<file path="src/rtl/fib_sequencer.sv">
// -----------------------------------------------------------------------------
// fib_sequencer
//
// Purpose:
//   Fills a register file with a Fibonacci sequence. The block generates the
//   terms itself and presents them on a one-hot register-enable bus plus a
//   binary address and a write-data bus. Width, depth, the two seed values and
//   the overflow behaviour (wrap or clamp) are configurable. A run is started
//   with a start/done handshake. It can be advanced one write per step pulse,
//   and it can be cancelled with abort. A sticky flag records any sum that
//   did not fit in WIDTH bits.
//
// Parameters:
//   WIDTH     data width of the regfile entries and of wr_data
//   NUM_REGS  number of registers filled (3..256)
//   SATURATE  0 = sums wrap modulo 2^WIDTH, 1 = sums clamp to all-ones
//
// Ports:
//   clk        in   system clock, rising edge
//   reset      in   asynchronous active-low reset
//   start      in   begin a run (accepted only while idle)
//   abort      in   cancel a run in progress (synchronous)
//   step_mode  in   1 = one write per step pulse
//   step       in   advance strobe while step_mode=1
//   seed0      in   value for register 0, latched when start is accepted
//   seed1      in   value for register 1, latched when start is accepted
//   reg_enable out  one-hot regfile write enable, zero when not writing
//   wr_addr    out  binary index of the register being written
//   wr_data    out  data for the register being written
//   busy       out  high while the run is writing registers
//   done       out  one-cycle pulse after the final register is written
//   overflow   out  sticky sum-overflow flag, cleared on accepted start
// -----------------------------------------------------------------------------

// Runtime property checker for the write interface. It holds no design state.
module fib_sequencer_checker #(
    parameter int unsigned NUM_REGS = 16,
    parameter int unsigned AW       = $clog2(NUM_REGS)
) (
    input  logic                clk,
    input  logic                reset,
    input  logic [NUM_REGS-1:0] reg_enable,
    input  logic [AW-1:0]       wr_addr,
    input  logic                busy,
    input  logic                done
);

    // The regfile must never see two registers enabled at once.
    a_onehot : assert property (@(posedge clk) disable iff (!reset)
        $onehot0(reg_enable));

    // The binary address must agree with the one-hot enable during a write.
    a_addr_match : assert property (@(posedge clk) disable iff (!reset)
        (reg_enable != '0) |-> (reg_enable == (NUM_REGS'(1) << wr_addr)));

    // Writes occur only in the busy states.
    a_write_busy : assert property (@(posedge clk) disable iff (!reset)
        (reg_enable != '0) |-> busy);

    // The completion pulse never coincides with a write or with busy.
    a_done_quiet : assert property (@(posedge clk) disable iff (!reset)
        done |-> ((reg_enable == '0) && !busy));

endmodule

module fib_sequencer #(
    parameter int unsigned WIDTH    = 16,
    parameter int unsigned NUM_REGS = 16,
    parameter int unsigned SATURATE = 0,
    localparam int unsigned AW      = $clog2(NUM_REGS)
) (
    input  logic                clk,
    input  logic                reset,
    input  logic                start,
    input  logic                abort,
    input  logic                step_mode,
    input  logic                step,
    input  logic [WIDTH-1:0]    seed0,
    input  logic [WIDTH-1:0]    seed1,
    output logic [NUM_REGS-1:0] reg_enable,
    output logic [AW-1:0]       wr_addr,
    output logic [WIDTH-1:0]    wr_data,
    output logic                busy,
    output logic                done,
    output logic                overflow
);

    typedef enum logic [2:0] {
        ST_IDLE    = 3'd0,
        ST_SEED0   = 3'd1,
        ST_SEED1   = 3'd2,
        ST_COMPUTE = 3'd3,
        ST_DONE    = 3'd4
    } state_e;

    localparam logic [AW-1:0] LAST_IDX = AW'(NUM_REGS - 1);

    // Registered state.
    state_e             state_q;
    logic [WIDTH-1:0]   prev_q;      // older of the two most recent terms
    logic [WIDTH-1:0]   curr_q;      // newer of the two most recent terms
    logic [AW-1:0]      idx_q;       // register index of the next write
    logic               overflow_q;

    // Combinational helpers.
    logic               adv_s;
    logic               in_run_s;
    logic               wr_active_s;
    logic [WIDTH:0]     sum_s;
    logic               carry_s;
    logic [WIDTH-1:0]   comp_val_s;
    logic [WIDTH-1:0]   wr_val_s;

    // Advance qualifier and run/write gating. Abort suppresses the write of its cycle.
    always_comb begin
        adv_s       = (~step_mode) | step;
        in_run_s    = (state_q == ST_SEED0) || (state_q == ST_SEED1) ||
                      (state_q == ST_COMPUTE);
        wr_active_s = in_run_s & adv_s & ~abort;
    end

    // Next Fibonacci term. The sum carries one extra bit so overflow can be detected.
    always_comb begin
        sum_s   = {1'b0, prev_q} + {1'b0, curr_q};
        carry_s = sum_s[WIDTH];
        if (carry_s && (SATURATE != 0)) begin
            comp_val_s = {WIDTH{1'b1}};
        end else begin
            comp_val_s = sum_s[WIDTH-1:0];
        end
    end

    // Select the value written in the current state.
    // The seeds were already loaded into prev/curr when start was accepted.
    always_comb begin
        wr_val_s = '0;
        case (state_q)
            ST_SEED0:   wr_val_s = prev_q;
            ST_SEED1:   wr_val_s = curr_q;
            ST_COMPUTE: wr_val_s = comp_val_s;
            default:    wr_val_s = '0;
        endcase
    end

    // Output decode of registered state, gated by the write qualifier.
    always_comb begin
        if (wr_active_s) begin
            reg_enable = NUM_REGS'(1) << idx_q;
            wr_addr    = idx_q;
            wr_data    = wr_val_s;
        end else begin
            reg_enable = '0;
            wr_addr    = '0;
            wr_data    = '0;
        end
        busy     = in_run_s;
        done     = (state_q == ST_DONE);
        overflow = overflow_q;
    end

    // Sequencer FSM and datapath registers.
    always_ff @(posedge clk or negedge reset) begin
        if (!reset) begin
            state_q    <= ST_IDLE;
            prev_q     <= '0;
            curr_q     <= '0;
            idx_q      <= '0;
            overflow_q <= 1'b0;
        end else begin
            case (state_q)
                ST_IDLE: begin
                    // Latch both seeds now so later seed input changes cannot affect the run.
                    if (start) begin
                        prev_q     <= seed0;
                        curr_q     <= seed1;
                        idx_q      <= '0;
                        overflow_q <= 1'b0;
                        state_q    <= ST_SEED0;
                    end else begin
                        state_q    <= ST_IDLE;
                    end
                end
                ST_SEED0: begin
                    if (abort) begin
                        state_q <= ST_IDLE;
                    end else if (adv_s) begin
                        idx_q   <= AW'(1);
                        state_q <= ST_SEED1;
                    end else begin
                        state_q <= ST_SEED0;
                    end
                end
                ST_SEED1: begin
                    if (abort) begin
                        state_q <= ST_IDLE;
                    end else if (adv_s) begin
                        idx_q   <= AW'(2);
                        state_q <= ST_COMPUTE;
                    end else begin
                        state_q <= ST_SEED1;
                    end
                end
                ST_COMPUTE: begin
                    if (abort) begin
                        state_q <= ST_IDLE;
                    end else if (adv_s) begin
                        if (carry_s) begin
                            overflow_q <= 1'b1;
                        end else begin
                            overflow_q <= overflow_q;
                        end
                        // Later terms are built from the value actually written.
                        prev_q <= curr_q;
                        curr_q <= comp_val_s;
                        if (idx_q == LAST_IDX) begin
                            state_q <= ST_DONE;
                        end else begin
                            idx_q   <= idx_q + AW'(1);
                            state_q <= ST_COMPUTE;
                        end
                    end else begin
                        state_q <= ST_COMPUTE;
                    end
                end
                ST_DONE: begin
                    state_q <= ST_IDLE;
                end
                default: begin
                    state_q <= ST_IDLE;
                end
            endcase
        end
    end

    fib_sequencer_checker #(
        .NUM_REGS (NUM_REGS),
        .AW       (AW)
    ) u_checker (
        .clk        (clk),
        .reset      (reset),
        .reg_enable (reg_enable),
        .wr_addr    (wr_addr),
        .busy       (busy),
        .done       (done)
    );

endmodule

</file>
<file path="config.mk">
export PLATFORM = sky130hd
export DESIGN_NAME = fib_sequencer
export DESIGN_NICKNAME = d
export VERILOG_FILES = /design/src/rtl/fib_sequencer.sv
export SDC_FILE = /design/constraint.sdc
export NUM_CORES = 1
export LEC_CHECK = 0
export BUFFER_PORTS_ARGS = -buffer_cell sky130_fd_sc_hd__buf_2
export CAP_MARGIN = 40
export CORE_MARGIN = 5
export CORE_UTILIZATION = 59
export DETAILED_ROUTE_END_ITERATION = 10
export GPL_TIMING_DRIVEN = 0
export PLACE_DENSITY = 0.91
export REMOVE_ABC_BUFFERS = 1
export SLEW_MARGIN = 20
export SYNTH_ARGS = -nofsm -noshare
export SYNTH_HDL_FRONTEND = slang
export SYNTH_SLANG_ARGS = --single-unit
</file>
<file path="constraint.sdc">
create_clock -name clk -period 6.5 [get_ports clk]
set_input_delay 1.3 -clock clk [delete_from_list [all_inputs] [get_ports clk]]
set_output_delay 1.3 -clock clk [all_outputs]
set_load 0.01 [all_outputs]
</file>
==> flow_metrics.tcl <==
set metrics [dict create \
    multiInputGateArea_sq_um 2150 \
    port_buffers 76 \
    yosysWarnings 0 \
    cts-resized-gates 0 \
    die_h_um 85.1 \
    root_buffer "clkbuf_8" \
    clockBufferDepth 2 \
    routedWlPerCell_um 16.0 \
    path_max_fanout 18 \
    postCtsSetupBuffers 0 \
    fp.dieW_um 85.1 \
    use_met1_pct 31.0 \
    slowest_delay_ns 0.87 \
    min_path_type "reg -> reg" \
    layout_commonest_cell "buf_2" \
    max-slew-margin-rel_pct 43.9 \
    drc 0 \
    antenna_found_initial 0 \
    mappedNetlistArea_sq_um 3320 \
    drv_cap 0 \
    met2_usage_pct 43.8 \
    status "finished, final reports clean" \
    syn_avg_cell_area_sq_um 8.15 \
    critPathKind "in -> out" \
    path_clk_slew_ns 0.07 \
    synth_cells 408 \
    vdd_drop_max_mv 0.184 \
    final_area_sq_um 3850 \
    first_pass_iters 7 \
    use_met3_pct 3.98 \
    setup_viol 0 \
    cts_buffers 5 \
    synth_edf_count 0 \
    most-common-layout-cells "buf_2 (76), nand2_1 (48), dfrtp_1 (40)" \
    seqCellArea_sq_um 1000 \
    hold_violations 0 \
    cts_tree "built" \
    post_synth_num_cell_types 53 \
    fin_cells 542 \
    hold_slack_ns 0.528 \
    drive_gt1_share_pct 21.1 \
    antenna_cells 0 \
    fmax_mhz 211 \
    start_util_pct 60.4 \
    finalCritPeriodShare_pct 72.9 \
    grt.busiest_layer "met2" \
    worstPathArrival_ns 3.44 \
    critPathCaptureType "primary output" \
    async_reset_ff_share_pct 100 \
    cp_slowest_cell "or4_1" \
    num-fill-cells 422 \
    p_leak_nw 2.07 \
    cts_sinks 40 \
    crit_chain "buf_2 > nor2b_1 > or4_1 > nor2_4 > and3_1 > mux2i_1 > nand3_1 > buf_2" \
    core_area_sq_um 5510 \
    cp-start-kind "primary input" \
    grt_pass1_wl_um 15000 \
    globalRouteOverflowTotal 0 \
    fin_skew_ns 0.00496 \
    maxSlewViolCount 0 \
    grt_max_degree 37 \
    via_count 3339 \
    drt_wl_total_um 8660 \
    dp_hpwl_um 6470 \
    first_iter_violations 301 \
    ctsHoldBuffers 0 \
    avgViaCountPerCell 6.16 \
    path_common_cell "buf_2" \
    grt_pass1_vias 3266 \
    grt_usage_pct 24.9 \
    setup_tns_ns 0 \
    synth_flop_cell "dfrtp_1" \
    cp.required_ns 5.20 \
    period_needed_ns 4.74 \
    rsz0062_at_grt "false" \
    rows 27 \
    io_pins 77 \
    clkLatencyLatePin_ns 0.30 \
    power_mw 1.42 \
    powerDensity_nw_per_um2 369 \
    yosysSeqAreaShare_pct 30.1 \
    ant_nets 0 \
    dp.cells 533 \
    die_area_sq_um 7240 \
    dpl_cell_area_sq_um 3750 \
    area_delta_synth_final_pct 15.9 \
    fin_nets 530 \
    gp_congestion 0.934 \
    tightest_slew_ns 0.842 \
    htree_levels 2 \
    ys_ff_latch 40 \
]
## state kept, by name (all words and copies together) (netlist names)
register and flops:
overflow 1, state_q 3, prev_q 16, idx_q 4
curr_q 16
## synthesized netlist by cell type, drive strengths merged (4+ instances only)
library cell | number | share of area [%]
nand2 | 48 | 5.4
o21ai | 41 | 6.2
dfrtp | 40 | 30
a21oi | 33 | 5.0
mux2i | 24 | 7.2
nor2 | 23 | 2.9
ha | 22 | 8.3
and3 | 20 | 3.8
buf | 18 | 2.9
nand3 | 17 | 2.6
inv | 12 | 1.4
a22oi | 10 | 2.3
clkbuf | 10 | 1.1
and2 | 9 | 1.7
o22ai | 8 | 1.5
nor3 | 7 | 1.1
nor2b | 5 | 0.94
xnor2 | 5 | 1.3
a211oi | 4 | 0.90
o21bai | 4 | 0.90
## per-stage QoR
stage	setup WS (ns)	util (%)
floorplan	2.32	-
CTS	1.76	69.8
detailed placement	1.76	68.2
global route	1.63	70.0
finish	1.76	70.0
global placement	1.50	66.5
## layout make-up
cell class                      count  share of cell area (%)
Multi-Input combinational cell    328                    55.8
Clock buffer                        8                    2.34
Sequential cell                    40                    26.0
Timing Repair Buffer               82                    12.4
Tap cell                           72                    2.34
Inverter                           12                    1.17
## cell families (layout without fill, tap and decap cells)
family          after synthesis  in the layout  synth area share (%)
simple gates                147            147                  22.7
compound gates              123            123                  22.6
flops                        40             40                  30.1
buf+inv                      40            102                  5.38
mux                          27             27                  8.24
fa+ha+maj                    23             23                  8.88
xor+xnor                      8              8                  2.11
## metal layers
layer  vias to the layer above  part of all wire (%)
met5                         -                     0
met1                      1568                    43
met2                       137                    48
li1                       1607                     -
met4                         0                   2.5
met3                        27                   6.8
## power by group
part | internal (mW) | total, mW | switching [mW]
Sequential | 0.329 | 0.428 | 0.0993
Clock | 0.0867 | 0.176 | 0.0892
Combinational | 0.344 | 0.819 | 0.476
## worst max-delay path: cells and delay by family
| family | cells | cell delay [ns] |
|---|---|---|
| buf+inv | 2 | 0.24 |
| mux | 1 | 0.09 |
| simple gates | 5 | 1.81 |
## path summary, 6_finish.rpt
| path | start | endpoint | slack [ns] | cells past startpoint |
|---|---|---|---|---|
| hold reg to reg | prev_q[3] | prev_q[3] | 0.53 | 2 |
| setup reg to reg | state_q[1] | curr_q[8] | 3.31 | 7 |
| min in group asynchronous | reset | curr_q[8] | 0.94 | 1 |
| hold / removal | prev_q[3] | prev_q[3] | 0.53 | 2 |
| setup / recovery | step_mode | wr_data[13] | 1.76 | 8 |
| max in group asynchronous | reset | prev_q[7] | 5.10 | 2 |
No activity file was read; power rests on OpenSTA's default activity.
